### config.mk
export PLATFORM = sky130hd
export DESIGN_NAME = time_display_driver
export DESIGN_NICKNAME = d
export VERILOG_FILES = /design/src/rtl/time_display_driver.sv
export SDC_FILE = /design/constraint.sdc
export NUM_CORES = 1
export LEC_CHECK = 0
export CAP_MARGIN = 25
export CELL_PAD_IN_SITES_DETAIL_PLACEMENT = 1
export CELL_PAD_IN_SITES_GLOBAL_PLACEMENT = 1
export CORE_MARGIN = 2
export CORE_UTILIZATION = 35
export CTS_CLUSTER_DIAMETER = 30
export DETAILED_ROUTE_END_ITERATION = 7
export PLACE_DENSITY_LB_ADDON = 0.1
export REMOVE_ABC_BUFFERS = 1
export SLEW_MARGIN = 5
export SYNTH_ARGS = -nofsm -noshare
export SYNTH_HDL_FRONTEND = slang
export SYNTH_SLANG_ARGS = --single-unit
### constraint.sdc
create_clock -name kh_clk -period 7.1 [get_ports kh_clk]
set_input_delay 1.42 -clock kh_clk [delete_from_list [all_inputs] [get_ports kh_clk]]
set_output_delay 1.42 -clock kh_clk [all_outputs]
set_load 0.005 [all_outputs]
### src/rtl/time_display_driver.sv
// time_display_driver: takes a packed time word from the clock counters,
// converts the two selected fields to BCD with a fixed-latency double-dabble
// converter, and scans the result onto a 4-digit common-anode 7-segment display.
module time_display_driver #(
  parameter int unsigned SCAN_DIV = 2
) (
  input  logic        kh_clk,
  input  logic        reset,
  input  logic [23:0] disp_time,
  input  logic        time_valid,
  input  logic        show_sec,
  input  logic        mode_12hr,
  output logic [3:0]  an,
  output logic [6:0]  seg,
  output logic        dp,
  output logic        busy,
  output logic        overrun
);

  // Digit codes held in the display registers: 0-9 are decimal digits.
  localparam logic [3:0] CODE_BLANK = 4'hA;
  localparam logic [3:0] CODE_DASH  = 4'hB;
  localparam logic [7:0] PRESCALE_LAST = 8'(SCAN_DIV - 1);

  typedef enum logic [1:0] {IDLE, LOAD, SHIFT, COMMIT} state_t;

  state_t          state;
  logic [4:0]      lat_hr;
  logic [5:0]      lat_min;
  logic [5:0]      lat_sec;
  logic            lat_show_sec;
  logic            lat_mode_12hr;
  logic [5:0]      hi_bin;
  logic [5:0]      lo_bin;
  logic [7:0]      hi_bcd;
  logic [7:0]      lo_bcd;
  logic [2:0]      iter;
  logic            bad;
  logic            pm;
  logic [3:0][3:0] digits;
  logic            colon_lit;
  logic            pm_lit;
  logic [7:0]      prescaler;
  logic [1:0]      scan_idx;
  logic [5:0]      hr_map;
  logic [7:0]      hi_adj;
  logic [7:0]      lo_adj;
  logic            unused_frac;

  // The fractional seconds field is never displayed.
  assign unused_frac = ^disp_time[6:0];

  function automatic logic [7:0] dabble_adjust(input logic [7:0] bcd);
    logic [3:0] tens;
    logic [3:0] units;
    tens  = bcd[7:4];
    units = bcd[3:0];
    if (tens >= 4'd5)  tens  = tens + 4'd3;
    if (units >= 4'd5) units = units + 4'd3;
    return {tens, units};
  endfunction

  function automatic logic [6:0] seg_decode(input logic [3:0] code);
    logic [6:0] pattern;
    case (code)
      4'd0:      pattern = 7'h40;
      4'd1:      pattern = 7'h79;
      4'd2:      pattern = 7'h24;
      4'd3:      pattern = 7'h30;
      4'd4:      pattern = 7'h19;
      4'd5:      pattern = 7'h12;
      4'd6:      pattern = 7'h02;
      4'd7:      pattern = 7'h78;
      4'd8:      pattern = 7'h00;
      4'd9:      pattern = 7'h10;
      CODE_DASH: pattern = 7'h3F;
      default:   pattern = 7'h7F;
    endcase
    return pattern;
  endfunction

  assign hi_adj = dabble_adjust(hi_bcd);
  assign lo_adj = dabble_adjust(lo_bcd);

  // 12-hour remap of the latched hour: 0 shows as 12, 13..23 fold down by 12.
  always_comb begin
    hr_map = {1'b0, lat_hr};
    if (lat_hr == 5'd0)
      hr_map = 6'd12;
    else if (lat_hr >= 5'd13)
      hr_map = {1'b0, lat_hr} - 6'd12;
  end

  // Conversion FSM: latch, select fields, six dabble iterations, then commit digits.
  always_ff @(posedge kh_clk or posedge reset) begin
    if (reset) begin
      state         <= IDLE;
      lat_hr        <= '0;
      lat_min       <= '0;
      lat_sec       <= '0;
      lat_show_sec  <= 1'b0;
      lat_mode_12hr <= 1'b0;
      hi_bin        <= '0;
      lo_bin        <= '0;
      hi_bcd        <= '0;
      lo_bcd        <= '0;
      iter          <= '0;
      bad           <= 1'b0;
      pm            <= 1'b0;
      digits        <= {4{CODE_BLANK}};
      colon_lit     <= 1'b0;
      pm_lit        <= 1'b0;
      busy          <= 1'b0;
      overrun       <= 1'b0;
    end else begin
      overrun <= 1'b0;
      case (state)
        IDLE: begin
          if (time_valid) begin
            lat_hr        <= disp_time[23:19];
            lat_min       <= disp_time[18:13];
            lat_sec       <= disp_time[12:7];
            lat_show_sec  <= show_sec;
            lat_mode_12hr <= mode_12hr;
            busy          <= 1'b1;
            state         <= LOAD;
          end
        end
        LOAD: begin
          if (time_valid) overrun <= 1'b1;
          if (lat_show_sec)
            hi_bin <= lat_min;
          else if (lat_mode_12hr)
            hi_bin <= hr_map;
          else
            hi_bin <= {1'b0, lat_hr};
          lo_bin <= lat_show_sec ? lat_sec : lat_min;
          pm     <= (lat_hr >= 5'd12);
          bad    <= (lat_hr > 5'd23) || (lat_min > 6'd59) || (lat_sec > 6'd59);
          hi_bcd <= '0;
          lo_bcd <= '0;
          iter   <= '0;
          state  <= SHIFT;
        end
        SHIFT: begin
          if (time_valid) overrun <= 1'b1;
          hi_bcd <= {hi_adj[6:0], hi_bin[5]};
          lo_bcd <= {lo_adj[6:0], lo_bin[5]};
          hi_bin <= {hi_bin[4:0], 1'b0};
          lo_bin <= {lo_bin[4:0], 1'b0};
          iter   <= iter + 3'd1;
          if (iter == 3'd5) state <= COMMIT;
        end
        COMMIT: begin
          if (bad) begin
            digits <= {4{CODE_DASH}};
          end else begin
            if (lat_mode_12hr && !lat_show_sec && (hi_bcd[7:4] == 4'd0))
              digits[0] <= CODE_BLANK;
            else
              digits[0] <= hi_bcd[7:4];
            digits[1] <= hi_bcd[3:0];
            digits[2] <= lo_bcd[7:4];
            digits[3] <= lo_bcd[3:0];
          end
          colon_lit <= ~lat_sec[0];
          pm_lit    <= pm & lat_mode_12hr;
          // The FSM is effectively idle here, so a strobe this cycle is accepted.
          if (time_valid) begin
            lat_hr        <= disp_time[23:19];
            lat_min       <= disp_time[18:13];
            lat_sec       <= disp_time[12:7];
            lat_show_sec  <= show_sec;
            lat_mode_12hr <= mode_12hr;
            busy          <= 1'b1;
            state         <= LOAD;
          end else begin
            busy  <= 1'b0;
            state <= IDLE;
          end
        end
        default: state <= IDLE;
      endcase
    end
  end

  // Scan prescaler and digit index, free-running regardless of the FSM.
  always_ff @(posedge kh_clk or posedge reset) begin
    if (reset) begin
      prescaler <= '0;
      scan_idx  <= '0;
    end else if (prescaler == PRESCALE_LAST) begin
      prescaler <= '0;
      scan_idx  <= scan_idx + 2'd1;
    end else begin
      prescaler <= prescaler + 8'd1;
    end
  end

  // Registered pin drivers so anode, segments and decimal point switch together.
  always_ff @(posedge kh_clk or posedge reset) begin
    if (reset) begin
      an  <= 4'b1111;
      seg <= 7'h7F;
      dp  <= 1'b1;
    end else begin
      an  <= ~(4'b1000 >> scan_idx);
      seg <= seg_decode(digits[scan_idx]);
      case (scan_idx)
        2'd1:    dp <= ~colon_lit;
        2'd3:    dp <= ~pm_lit;
        default: dp <= 1'b1;
      endcase
    end
  end

endmodule

Word-level counts from Yosys, hierarchy flattened
Memories as Yosys holds them, arrays and structs flattened. A register that Yosys moved wholly into a read port is not among the register bits.
Index checks and enable logic that the tools add are counted.
{"block": "word_totals", "rom_bits": 112, "inputBits": 29, "output_inout_bits": 14, "register_bits": 89, "n_memories": 1}
{"memory": "(no name shown)", "depth": 16, "width": 7, "read_ports": 1, "rd_ports_with_merged_regs": 1, "wr": 0, "line_no": "65", "rtl": "case (code)"}
{"block": "classes", "reduce_logical": 15, "shifts": 1, "eq_ne": 9, "addsub": 8, "n_mux": 28, "bitwise_logic": 5, "magnitude_cmp": 10}
{"op": "one-hot mux 8 bit (2 select lines)", "count": 2}
{"op": "two-way mux 6 bit", "count": 5}
{"op": "one-hot mux 6 bit (2 select lines)", "count": 2}
{"op": ">= comparator 4 x 3 -> 1 bit (second input constant)", "count": 4}
{"op": "two-way mux 16 bit", "count": 1}
{"op": "two-way mux 4 bit", "count": 4}
{"op": "> comparator 6 bit (second input constant)", "count": 2}
{"op": ">= comparator 5 x 4 -> 1 bit (second input constant)", "count": 2}
{"op": "adder 4 x 2 -> 4 bit (second input constant)", "count": 2}
{"op": "adder 8 x 1 -> 8 bit (second input constant)", "count": 1}
{"op": "binary-select mux 4 bit (select 2 bit)", "count": 1}
{"op": "equality test 8 x 1 -> 1 bit (second input constant)", "count": 1}
{"op": "two-way mux 8 bit", "count": 1}
{"op": "one-hot mux 2 bit (4 select lines)", "count": 1}
{"op": "adder 3 x 2 -> 3 bit (second input constant)", "count": 2}
{"op": "equality test 2 bit (second input constant)", "count": 3}
{"op": "two-way mux 3 bit", "count": 2}
{"op": "one-hot mux 3 bit (2 select lines)", "count": 1}
{"op": "AND reduction 2 bit", "count": 3}
{"op": "subtractor 5 x 4 -> 6 bit (second input constant)", "count": 1}
{"op": "> comparator 5 bit (second input constant)", "count": 1}
{"op": "zero test 5 bit", "count": 1}
{"op": "equality test 2 x 1 -> 1 bit (second input constant)", "count": 2}
{"op": "zero test 4 bit", "count": 1}
{"op": "other kinds (18)", "count": 30}

Depth between registers and ports, before layout
Gate-level depths: netlist of run 1.
{"block": "depth", "depth_word": 6, "depth_mapped": 7}

Worst setup path after synthesis of run 1
Ideal clock, no wire load.
{"block": "synth_path", "kind": "input to register", "start": "input time_valid", "end": "register lat_min[0]", "required_time_ns": 6.975, "arrival_ns": 2.217, "path_stages": 3, "slack_ns": 4.758, "cell_sequence": "nor2b_1 -> buf_2 -> mux2_2"}
{"block": "synth_via", "elab_chain_cells": 1}
{"item": "from (decl)", "line_no": "10", "rtl": "input logic time_valid,"}
{"item": "AND reduction 2 bit (no source line)"}
{"item": "to (signal assigned)", "line_no": "121", "rtl": "lat_min <= disp_time[18:13];"}
{"item": "to (signal assigned)", "line_no": "171", "rtl": "lat_min <= disp_time[18:13];"}
{"item": "to (decl)", "line_no": "29", "rtl": "logic [5:0] lat_min;"}
No other way between the ends.
A chain may end at the register's enable or synchronous reset.

Worst setup path in the final report of run 1
{"block": "layout_path", "start": "register an[2]", "end": "output an[2]"}
{"item": "from (decl)", "line_no": "13", "rtl": "output logic [3:0] an,"}
{"item": "from (signal assigned)", "line_no": "207", "rtl": "an <= ~(4'b1000 >> scan_idx);"}
No word-level cell between the ends.

==> parameters.txt, run 1 <==
Parameter                              Value

Yosys
  Instance count of the mapped netlist ... 459
  Simple logic cell fraction of the synthesized area ... 0.116
  Mean cell area of the mapped netlist ... 10.6 sq um
  Share of async-settable or async-resettable flops after synthesis ... 1.00
  Area of the mapped netlist ... 4850 sq um
  Number of enable-type register cells in the synthesized netlist ... 0
  Yosys warns ... 0
  Count of distinct cell types in the synthesized netlist ... 52
  Largest family of logic cells by synthesized area ... compound AO/OA/AOI/OAI gates
  Adder-Cell Fraction of Synth Area ... 0.0748
  Synthesized-area fraction occupied by ao, oa, aoi and oai cells ... 0.132
  Post-synth top flop ... sky130_fd_sc_hd__dfrtp_1
  Fraction of the yosys area taken by sequential cells ... 0.500
  Top area cells in the synthesized netlist ... sky130_fd_sc_hd__dfrtp_1 (39%), sky130_fd_sc_hd__dfstp_2 (11%), sky130_fd_sc_hd__ha_1 (7.5%)
  Top cell type's share of synthesized area ... 0.392
  Synth Register Bits ... 96
  Mux share of post-synthesis cell area ... 0.103
  Post-synthesis share of cell area spent on xor and xnor gates ... 0.0235
  Synth area leader ... sky130_fd_sc_hd__dfrtp_1

Setup path
  Max stage delay cell, worst path ... sky130_fd_sc_hd__dfstp_2
  Buffers & Inverters on Critical Path ... 1
  Kind of capture point of the worst setup path ... output port
  Kind of cell with the highest combined delay on the critical path ... flip-flops
  Worst Path Arrival ... 1.35 ns
  Cell breakdown of the critical path ... clkdlybuf4s50_1
  Data required time at the worst endpoint ... 5.68 ns
  CP startpoint kind ... register
  Category of the most critical setup path ... reg2out
  Maximum fanout count along the critical path ... 1
  Largest stage delay on the critical path ... 0.52 ns

Timing
  Worst-Margin Slew ... 0.851 ns
  Maximum frequency from static timing analysis ... 360 MHz
  Tmin final ... 2.77 ns
  Final worst-path cycle share ... 0.391
  Setup clock skew after layout ... 0.00683 ns
  Hold violation total from the final report ... 0
  Finish-stage setup viols ... 0
  Unrepaired setup endpoints after global routing ... false
  Setup total negative slack ... 0 ns
  Final slew viol count ... 0
  Slew margin rel. ... 0.433

Global routing
  Number of antenna violations at the first check in global routing ... 0
  Maximum number of pins on one net before global-route repair ... 67
  All-layer global routing usage ... 0.157
  Vias in the first global route ... 3709
  Global-route wire length before repair ... 18300 microns
  Remaining Overflow, GRT ... 0

CTS
  Number of H-tree levels ... 3
  Post-CTS setup buffer count ... 0
  Clock tree root driver cell ... sky130_fd_sc_hd__clkbuf_16
  Number of buffers created by CTS ... 9
  Clock-pin slew on the worst setup and hold paths ... 0.07 ns
  Skew-Pair Late Insertion Delay ... 0.35 ns
  Clock Tree Buf Depth ... 2
  Hold Buf Count CTS ... 0
  # resized after CTS ... 0
  Clock tree from TritonCTS ... built
  Clock Sinks ... 96

Die
  Overall die area ... 14800 sq um
  Overall die width ... 122 microns
  IO Pins ... 43
  Area of the core ... 13700 sq um
  Number of rows in the core area ... 43
  Y dimension of the die ... 122 microns
  Initial core utilization ... 0.354

Drt
  Detail Route Antenna Nets ... 0
  Final routed wire length divided by cell count ... 15.8 microns
  First-iteration detailed-routing DRC count ... 133
  Number of iterations in the first detailed-routing pass ... 4
  Final wirelength ... 10600 microns
  Drc violations ... 0
  Via count ... 3458
  Ratio of routed vias to standard cells ... 5.15

Power
  Power per Cell Area ... 410 nW/um^2
  Leakage power figure ... 2.41 nW
  Largest vdd supply drop ... 0.322 mV
  Final total power ... 2.33 mW

Status
  Run status ... finished, final reports clean

Finish
  Signed area change from the synthesized netlist to the final layout ... 17.0%
  Final Core Density ... 0.414
  N_diodes ... 0
  Filler Cells Inserted ... 1535
  Nets ... 545
  Proportion of layout cells with a drive suffix above 1 ... 0.150

Job
  Max-cap check violation count ... 0

Place
  Final HPWL DP ... 7260 microns
  Quantity of I/O buffers inserted on ports ... 35
  RePlAce Congestion ... 0.750

Min path
  Kind of path behind the tightest hold check ... reg2reg
## cells in the mapped netlist, drive strengths merged, types with 3 or more instances
library cell / instances
mux2i: 14
buf: 8
xor2: 3
mux2: 24
a22o: 5
a21oi: 23
dfrtp: 76
nand3: 7
nor3: 9
a31oi: 6
inv: 39
ha: 29
nand2: 34
nand2b: 5
a22oi: 3
o22ai: 11
o21ai: 34
nor2: 35
mux4: 4
dfstp: 20
nor2b: 6
clkbuf: 14
and3: 3
xnor2: 10
o2bb2ai: 4
## cells by family (layout without fill, tap and decap cells)
logic type / Yosys count / in the layout
compound gates: 103 / 103
xor+xnor: 13 / 13
fa+ha+maj: 29 / 29
buf+inv: 61 / 94
flops: 96 / 96
mux: 42 / 42
simple gates: 115 / 115
## routing by layer
layer | wire, microns | GRT usage
met4 | 257 | 0.0740
met1 | 5060 | 0.203
met5 | 0 | 0
met3 | 220 | 0.0253
met2 | 5080 | 0.258
## flip-flops by register name, summed over array words and instances (netlist names), 2 cells and up
signal / flops
lat_hr: 5
iter: 3
lat_sec: 6
state: 2
seg: 7
scan_idx: 2
lo_bin: 6
prescaler: 8
hi_bin: 6
an: 4
hi_bcd: 8
digits: 16
lat_min: 6
lo_bcd: 8
## placed cells by master, fill, tap and decap left out, drive strengths merged, types with 7 or more instances in the layout
master and instances:
a21oi 23, clkbuf 15, clkdlybuf4s50 35, dfrtp 76, dfstp 20, ha 29, inv 39, mux2 24
mux2i 14, nand2 34, nand3 7, nor2 35, nor3 9, o21ai 34, o22ai 11, xnor2 10
## where the power goes
group / switching [mW] / leakage, nW / internal (mW) / total [mW]
sequential: 0.180 / 1.17 / 0.759 / 0.940
combinational: 0.478 / 1.09 / 0.411 / 0.889
clock: 0.213 / 0.148 / 0.286 / 0.499
## worst paths after layout
path / slack, ns / to / start / cells after the start
worst max-delay path: 4.33 / an[2] / an[2] / 1
worst min-delay path: 0.46 / dp / colon_lit / 1
worst max register to register: 4.65 / lo_bcd[2] / state[0] / 5
worst min register to register: 0.46 / dp / colon_lit / 1
max in group asynchronous: 4.51 / lat_min[3] / reset / 3
min in group asynchronous: 1.42 / scan_idx[0] / reset / 2
## layout make-up
type | instances | area [sq um] | share of cell area
repair buffers | 39 | 388 | 0.0683
clock inverters | 1 | 7.51 | 0.00132
multi-input cells | 302 | 2180 | 0.384
inverters | 39 | 149 | 0.0262
well taps | 180 | 225 | 0.0397
clock buffers | 15 | 298 | 0.0525
flip-flops and latches | 96 | 2430 | 0.428
## through the flow
| step | area (sq um) | std cells | worst slack, ns | hold WS (ns) |
|---|---|---|---|---|
| 2_1_floorplan | 4750 | 437 | 3.21 | 0.392 |
| 6_report | 5680 | 672 | 4.33 | 0.464 |
| 3_3_place_gp | 5360 | 655 | 3.75 | 0.436 |
| 5_1_grt | 5680 | 672 | 4.21 | 0.491 |
| 3_5_place_dp | 5360 | 655 | 3.71 | 0.455 |
| 4_1_cts | 5660 | 671 | 4.09 | 0.470 |
Note: power is estimated with default switching activity, not from simulation.
==> run 2, diff against run 1 <==
- clock period: 7.1 -> 2.9 ns (I/O delays scaled with it)
==> run 2 against run 1 <==
  * Sequential cell count did not move
  * Clock power rose to 2.5 times the previous value
  * Utilization rose by 0.26 points
  * Worst setup slack got worse by 3.4 ns
  * Worst hold slack got worse by 0.011 ns
  * Sequential share of layout area fell by 0.26 points
  * Die area did not move
  * Non-clock buffer count rose by 4
  * First-iteration DRC count fell by 14%
  * Critical path type is now reg2reg
  * Largest power group unchanged
==> parameters.txt, run 2 (same netlist as run 1, synthesis figures left out) <==
Parameter                              Value

CTS
  Number of buffers created by CTS ... 9 (unchanged)
  Clock tree root driver cell ... sky130_fd_sc_hd__clkbuf_16
  Clock Tree Buf Depth ... 2 (unchanged)
  Clock tree from TritonCTS ... built
  Number of H-tree levels ... 3 (unchanged)
  Hold Buf Count CTS ... 0 (unchanged)
  Clock Sinks ... 96 (unchanged)
  # resized after CTS ... 0 (unchanged)
  Post-CTS setup buffer count ... 0 (unchanged)
  Skew-Pair Late Insertion Delay ... 0.36 ns (about the same)
  Clock-pin slew on the worst setup and hold paths ... 0.07 ns (about the same)

Timing
  Worst hold slack ... 0.452 ns (-0.0113 ns)
  Unrepaired setup endpoints after global routing ... false
  Worst-Margin Slew ... 0.810 ns (-0.0407 ns)
  Final worst-path cycle share ... 0.687
  Hold violation total from the final report ... 0 (unchanged)
  Maximum frequency from static timing analysis ... 502 MHz
  Tmin final ... 1.99 ns
  Slew margin rel. ... 0.460 (+0.0271)
  Setup clock skew after layout ... 0.00861 ns (+0.00178 ns)
  Setup total negative slack ... 0 ns (unchanged)
  Final slew viol count ... 0 (unchanged)
  Finish-stage setup viols ... 0 (unchanged)

Min path
  Hold-critical path depth ... 1 (unchanged)
  Kind of path behind the tightest hold check ... reg2reg
  Hold Startpoint ... colon_lit
  Hold EP ... dp

Drt
  Drc violations ... 0 (unchanged)
  Detail Route Antenna Nets ... 0 (unchanged)
  Met3 layer wire length in the routed design ... 238 microns (+8.2%)
  Final routed wire length divided by cell count ... 15.6 microns (-1.6%)
  Wire length on met1 ... 5040 microns (-0.43%)
  Met2 wirelength from detailed routing ... 5030 microns (-1.1%)
  Via count ... 3399 (-1.7%)
  First-iteration detailed-routing DRC count ... 114 (-14%)
  Number of iterations in the first detailed-routing pass ... 4 (unchanged)
  Ratio of routed vias to standard cells ... 5.03 (-2.3%)
  Uppermost layer routed ... met4
  Final wirelength ... 10500 microns (-0.97%)

Place
  Final HPWL DP ... 7410 microns (+2.0%)
  RePlAce Congestion ... 0.778 (+3.7%)
  Quantity of I/O buffers inserted on ports ... 35 (unchanged)
  Placed cell areas ... 5410 sq um (+0.93%)
  Number of cells after detailed placement ... 660 (+0.76%)

Power
  Power per Cell Area ... 1000 nW/um^2 (+140%)
  Final total power ... 5.72 mW (+150%)
  Largest vdd supply drop ... 0.508 mV (+58%)
  Leakage power figure ... 2.43 nW (+0.67%)

Setup path
  Largest stage delay on the critical path ... 0.65 ns (+0.13 ns)
  Endpoint of the worst register-to-register path ... seg[3]
  Reg2reg start ... scan_idx[0]
  Kind of capture point of the worst setup path ... register
  Category of the most critical setup path ... reg2reg
  Cell breakdown of the critical path ... mux4_2, inv_1, ha_1, inv_1, a21oi_1, o21ai_0
  Maximum fanout count along the critical path ... 9 (+8)
  Most prevalent standard cell on the critical path ... sky130_fd_sc_hd__inv_1
  Worst-case reg-to-reg path depth ... 6 (+1)
  CP startpoint kind ... register
  Data required time at the worst endpoint ... 3.18 ns (-2.50 ns)
  Worst Path Arrival ... 2.27 ns (+0.92 ns)
  Max stage delay cell, worst path ... sky130_fd_sc_hd__mux4_2
  Worst R2R Setup Slack ... 0.91 ns (-3.74 ns)

Global routing
  Number of antenna violations at the first check in global routing ... 0 (unchanged)
  Global-route wire length before repair ... 18300 microns (unchanged)
  Vias in the first global route ... 3549 (-4.3%)
  Remaining Overflow, GRT ... 0 (unchanged)
  Maximum number of pins on one net before global-route repair ... 37 (-45%)
  All-layer global routing usage ... 0.160 (+0.00245)

Die
  Number of rows in the core area ... 43 (unchanged)
  Overall die width ... 122 microns (unchanged)
  IO Pins ... 43 (unchanged)
  Initial core utilization ... 0.354 (unchanged)
  Area of the core ... 13700 sq um (unchanged)
  Y dimension of the die ... 122 microns (unchanged)
  Overall die area ... 14800 sq um (unchanged)

Finish
  Number of standard cells in the layout, taps in and fillers out ... 676 (+0.60%)
  Nets ... 549 (+0.73%)
  Largest register FFs ... 16 (unchanged)
  Signed area change from the synthesized netlist to the final layout ... 17.7%
  Register name with the most flops ... digits
  Commonest non-fill, non-tap cell in the layout ... sky130_fd_sc_hd__dfrtp_1
  Proportion of layout cells with a drive suffix above 1 ... 0.157 (+0.00685)
  Final std cell area, no fill ... 5710 sq um (+0.62%)
  N_diodes ... 0 (unchanged)
  Filler Cells Inserted ... 1516 (-1.2%)
  Most frequent cells in the layout ... sky130_fd_sc_hd__dfrtp_1 (76), sky130_fd_sc_hd__inv_1 (38), sky130_fd_sc_hd__nor2_1 (35), sky130_fd_sc_hd__clkdlybuf4s50_1 (35), sky130_fd_sc_hd__nand2_1 (34)

Job
  Max-cap check violation count ... 0 (unchanged)

Status
  Run status ... finished, final reports clean
-- run 2: cell count changes in the layout (fill, tap and decap cells not counted), sizes merged --
cell	change
clkinvlp	+1
inv	+2
clkbuf	-4
buf	+4
bufinv	+1
-- run 2: worst max-delay path by stage --
| stage | startpoint | end | slack (ns) | cells past startpoint |
|---|---|---|---|---|
| floorplan | reset | bad | -0.15 | 1 |
| global placement | time_valid | lat_sec[0] | 0.83 | 4 |
| detailed placement | time_valid | lat_min[1] | 0.80 | 4 |
| CTS | scan_idx[0] | seg[3] | 0.88 | 6 |
| global route | state[0] | hi_bin[3] | 0.70 | 7 |
| finish | scan_idx[0] | seg[3] | 0.91 | 6 |
-- run 2: routing by layer --
metal / GRT usage / vias up
li1: - / 1653
met2: 0.258 / 40
met5: 0 / -
met1: 0.213 / 1693
met3: 0.0243 / 13
met4: 0.0711 / 0
-- run 2: stage by stage --
step | util | worst slack, ns
2_1_floorplan | - | -0.152
3_3_place_gp | 0.394 | 0.825
3_5_place_dp | 0.394 | 0.801
4_1_cts | 0.416 | 0.882
5_1_grt | 0.416 | 0.700
6_report | 0.416 | 0.907
-- run 2: report_power, final --
| part | switching (mW) | internal, mW |
|---|---|---|
| logic | 1.16 | 1.01 |
| registers | 0.447 | 1.86 |
| clock network | 0.549 | 0.699 |
| total | 2.15 | 3.57 |
-- run 2: layout make-up --
class                      instances  area, sq um  share of cell area
clock buffer                      11          243              0.0425
timing repair buffer              43          423              0.0741
sequential                        96         2430               0.425
tap                              180          225              0.0394
clock inverter                     5         62.6              0.0110
inverter                          39          149              0.0261
multi-input combinational        302         2180               0.382
-- run 2: worst max-delay path: cells and delay by family, from the launching register on --
family	cells	cell delay (ns)
flip-flops	1	0.59
buffers and inverters	2	0.23
AO/OA/AOI/OAI	2	0.20
adder cells (fa/ha/maj)	1	0.25
multiplexers	1	0.65
==> run 3, diff against run 2 <==
- clock period: 2.9 -> 2.1 ns (I/O delays scaled with it)
==> run 3 against run 2 <==
  * Utilization grew 0.75 points
  * Fmax grew 9.3%
  * Sequential share of layout area fell by 0.75 points
  * Final cell count rose by 1.6%
  * Final area is 1.8% higher
  * Sequential cell count unchanged
  * Clock power is 29% higher
  * Critical endpoint unchanged
==> parameters.txt, run 3 (same netlist as run 1, synthesis figures left out) <==
Parameter                              Value

Setup path
  CP startpoint kind ... register
  Data required time at the worst endpoint ... 2.38 ns (-0.80 ns)
  Worst-case reg-to-reg path depth ... 6 (unchanged)
  Kind of capture point of the worst setup path ... register
  Category of the most critical setup path ... reg2reg
  Maximum fanout count along the critical path ... 6 (-3)
  Worst Path Arrival ... 2.10 ns (-0.17 ns)

Timing
  Setup clock skew after layout ... 0.00807 ns (-0.000544 ns)
  Final setup slack of the worst path ... 0.277 ns (-0.631 ns)
  Worst hold slack ... 0.397 ns (-0.0551 ns)
  Setup total negative slack ... 0 ns (unchanged)
  Maximum frequency from static timing analysis ... 548 MHz (+9.3%)
  Worst-Margin Slew ... 0.816 ns (+0.00609 ns)
  Final worst-path cycle share ... 0.868 (+0.181)
  Finish-stage setup viols ... 0 (unchanged)
  Tmin final ... 1.82 ns (-0.169 ns)
  Slew margin rel. ... 0.456 (-0.00406)
  Unrepaired setup endpoints after global routing ... false
  Hold violation total from the final report ... 0 (unchanged)
  Final slew viol count ... 0 (unchanged)

CTS
  Skew-Pair Late Insertion Delay ... 0.35 ns (about the same)
  Clock tree root driver cell ... sky130_fd_sc_hd__clkbuf_16
  Post-CTS setup buffer count ... 0 (unchanged)
  Hold Buf Count CTS ... 0 (unchanged)
  Clock Sinks ... 96 (unchanged)
  # resized after CTS ... 0 (unchanged)
  Clock-pin slew on the worst setup and hold paths ... 0.07 ns (about the same)
  Clock Tree Buf Depth ... 2 (unchanged)
  Number of buffers created by CTS ... 9 (unchanged)
  Number of H-tree levels ... 3 (unchanged)
  Clock tree from TritonCTS ... built

Drt
  Final wirelength ... 10600 microns (+0.42%)
  Ratio of routed vias to standard cells ... 5.00 (-0.50%)
  Drc violations ... 0 (unchanged)
  Final routed wire length divided by cell count ... 15.4 microns (-1.2%)
  Detail Route Antenna Nets ... 0 (unchanged)
  First-iteration detailed-routing DRC count ... 148 (+30%)
  Via count ... 3437 (+1.1%)
  Number of iterations in the first detailed-routing pass ... 4 (unchanged)

Finish
  Area taken by flip-flops and latches ... 2430 sq um (unchanged)
  Largest register FFs ... 16 (unchanged)
  Most frequent cells in the layout ... sky130_fd_sc_hd__dfrtp_1 (76), sky130_fd_sc_hd__inv_1 (38), sky130_fd_sc_hd__nor2_1 (35), sky130_fd_sc_hd__clkdlybuf4s50_1 (35), sky130_fd_sc_hd__nand2_1 (34)
  N_diodes ... 0 (unchanged)
  Commonest non-fill, non-tap cell in the layout ... sky130_fd_sc_hd__dfrtp_1
  Proportion of layout cells with a drive suffix above 1 ... 0.178 (+0.0203)
  Signed area change from the synthesized netlist to the final layout ... 19.8%
  Register name with the most flops ... digits
  Area of the multi-input gates ... 2180 sq um (unchanged)
  Filler Cells Inserted ... 1531 (+0.99%)
  Nets ... 560 (+2.0%)
  Number of standard cells in the layout, taps in and fillers out ... 687 (+1.6%)

Place
  Quantity of I/O buffers inserted on ports ... 35 (unchanged)
  Setup slack after placement ... 0.291 ns (-0.510 ns)
  Number of cells after detailed placement ... 671 (+1.7%)
  RePlAce Congestion ... 0.750 (-3.6%)
  Final HPWL DP ... 7710 microns (+4.0%)

Power
  Largest vdd supply drop ... 0.834 mV (+64%)
  Power per Cell Area ... 1380 nW/um^2 (+38%)
  Leakage power figure ... 2.49 nW (+2.5%)

Die
  Overall die width ... 122 microns (unchanged)
  Number of rows in the core area ... 43 (unchanged)
  IO Pins ... 43 (unchanged)
  Y dimension of the die ... 122 microns (unchanged)
  Overall die area ... 14800 sq um (unchanged)
  Initial core utilization ... 0.354 (unchanged)
  Area of the core ... 13700 sq um (unchanged)

Global routing
  Global-route wire length before repair ... 18200 microns (-0.64%)
  Number of antenna violations at the first check in global routing ... 0 (unchanged)
  All-layer global routing usage ... 0.156 (-0.00315)
  Vias in the first global route ... 3627 (+2.2%)
  Remaining Overflow, GRT ... 0 (unchanged)
  Maximum number of pins on one net before global-route repair ... 37 (unchanged)

Min path
  Kind of path behind the tightest hold check ... in2async

Job
  Max-cap check violation count ... 0 (unchanged)

Status
  Run status ... finished, final reports clean
## run 3: cell count changes in the layout (fill, tap and decap cells not counted)
cell	delta
sky130_fd_sc_hd__buf_4	+8
sky130_fd_sc_hd__buf_12	+3
sky130_fd_sc_hd__inv_8	+3
sky130_fd_sc_hd__bufinv_16	-1
sky130_fd_sc_hd__clkbuf_1	-1
sky130_fd_sc_hd__clkbuf_8	-1
sky130_fd_sc_hd__clkinv_2	+1
sky130_fd_sc_hd__inv_6	-1
## run 3: final cells by class
| class | instances | area share |
|---|---|---|
| multi-input cells | 302 | 0.375 |
| well taps | 180 | 0.0387 |
| flip-flops and latches | 96 | 0.418 |
| repair buffers | 54 | 0.0934 |
| inverters | 39 | 0.0256 |
| clock inverters | 7 | 0.0108 |
| clock buffers | 9 | 0.0387 |
## run 3: path summary, 6_finish.rpt
kind	startpoint	endpoint	slack (ns)
setup / recovery	scan_idx[0]	seg[3]	0.28
hold / removal	reset	lo_bcd[6]	0.40
setup reg to reg	scan_idx[0]	seg[3]	0.28
hold reg to reg	colon_lit	dp	0.44
max in group asynchronous	reset	dp	1.10
min in group kh_clk	colon_lit	dp	0.44
## run 3: stage by stage
stage               utilization  cell area, sq um  total power [mW]
floorplan                     -              4750              5.16
global placement          0.403              5530              6.41
detailed placement        0.403              5530              6.52
CTS                       0.424              5810              8.20
global route              0.424              5810              8.70
finish                    0.424              5810              8.03
## run 3: power breakdown
part	internal [mW]	switching [mW]	total (mW)
Sequential	2.57	0.611	3.18
Combinational	1.59	1.64	3.24
Clock	0.830	0.781	1.61
## run 3: critical path, stage by stage (launching register included)
cell	delay [ns]
sky130_fd_sc_hd__dfrtp_1	0.44
sky130_fd_sc_hd__mux4_2	0.62
sky130_fd_sc_hd__inv_1	0.17
sky130_fd_sc_hd__ha_1	0.25
sky130_fd_sc_hd__inv_1	0.08
sky130_fd_sc_hd__a21oi_1	0.06
sky130_fd_sc_hd__o21ai_0	0.14
## run 3: routing by layer
metal	track usage	up-vias	part of all wire
met1	0.195	1711	0.46
met5	0	-	0
li1	-	1681	-
met2	0.269	36	0.50
met4	0.0366	0	0.0098
met3	0.0449	9	0.030
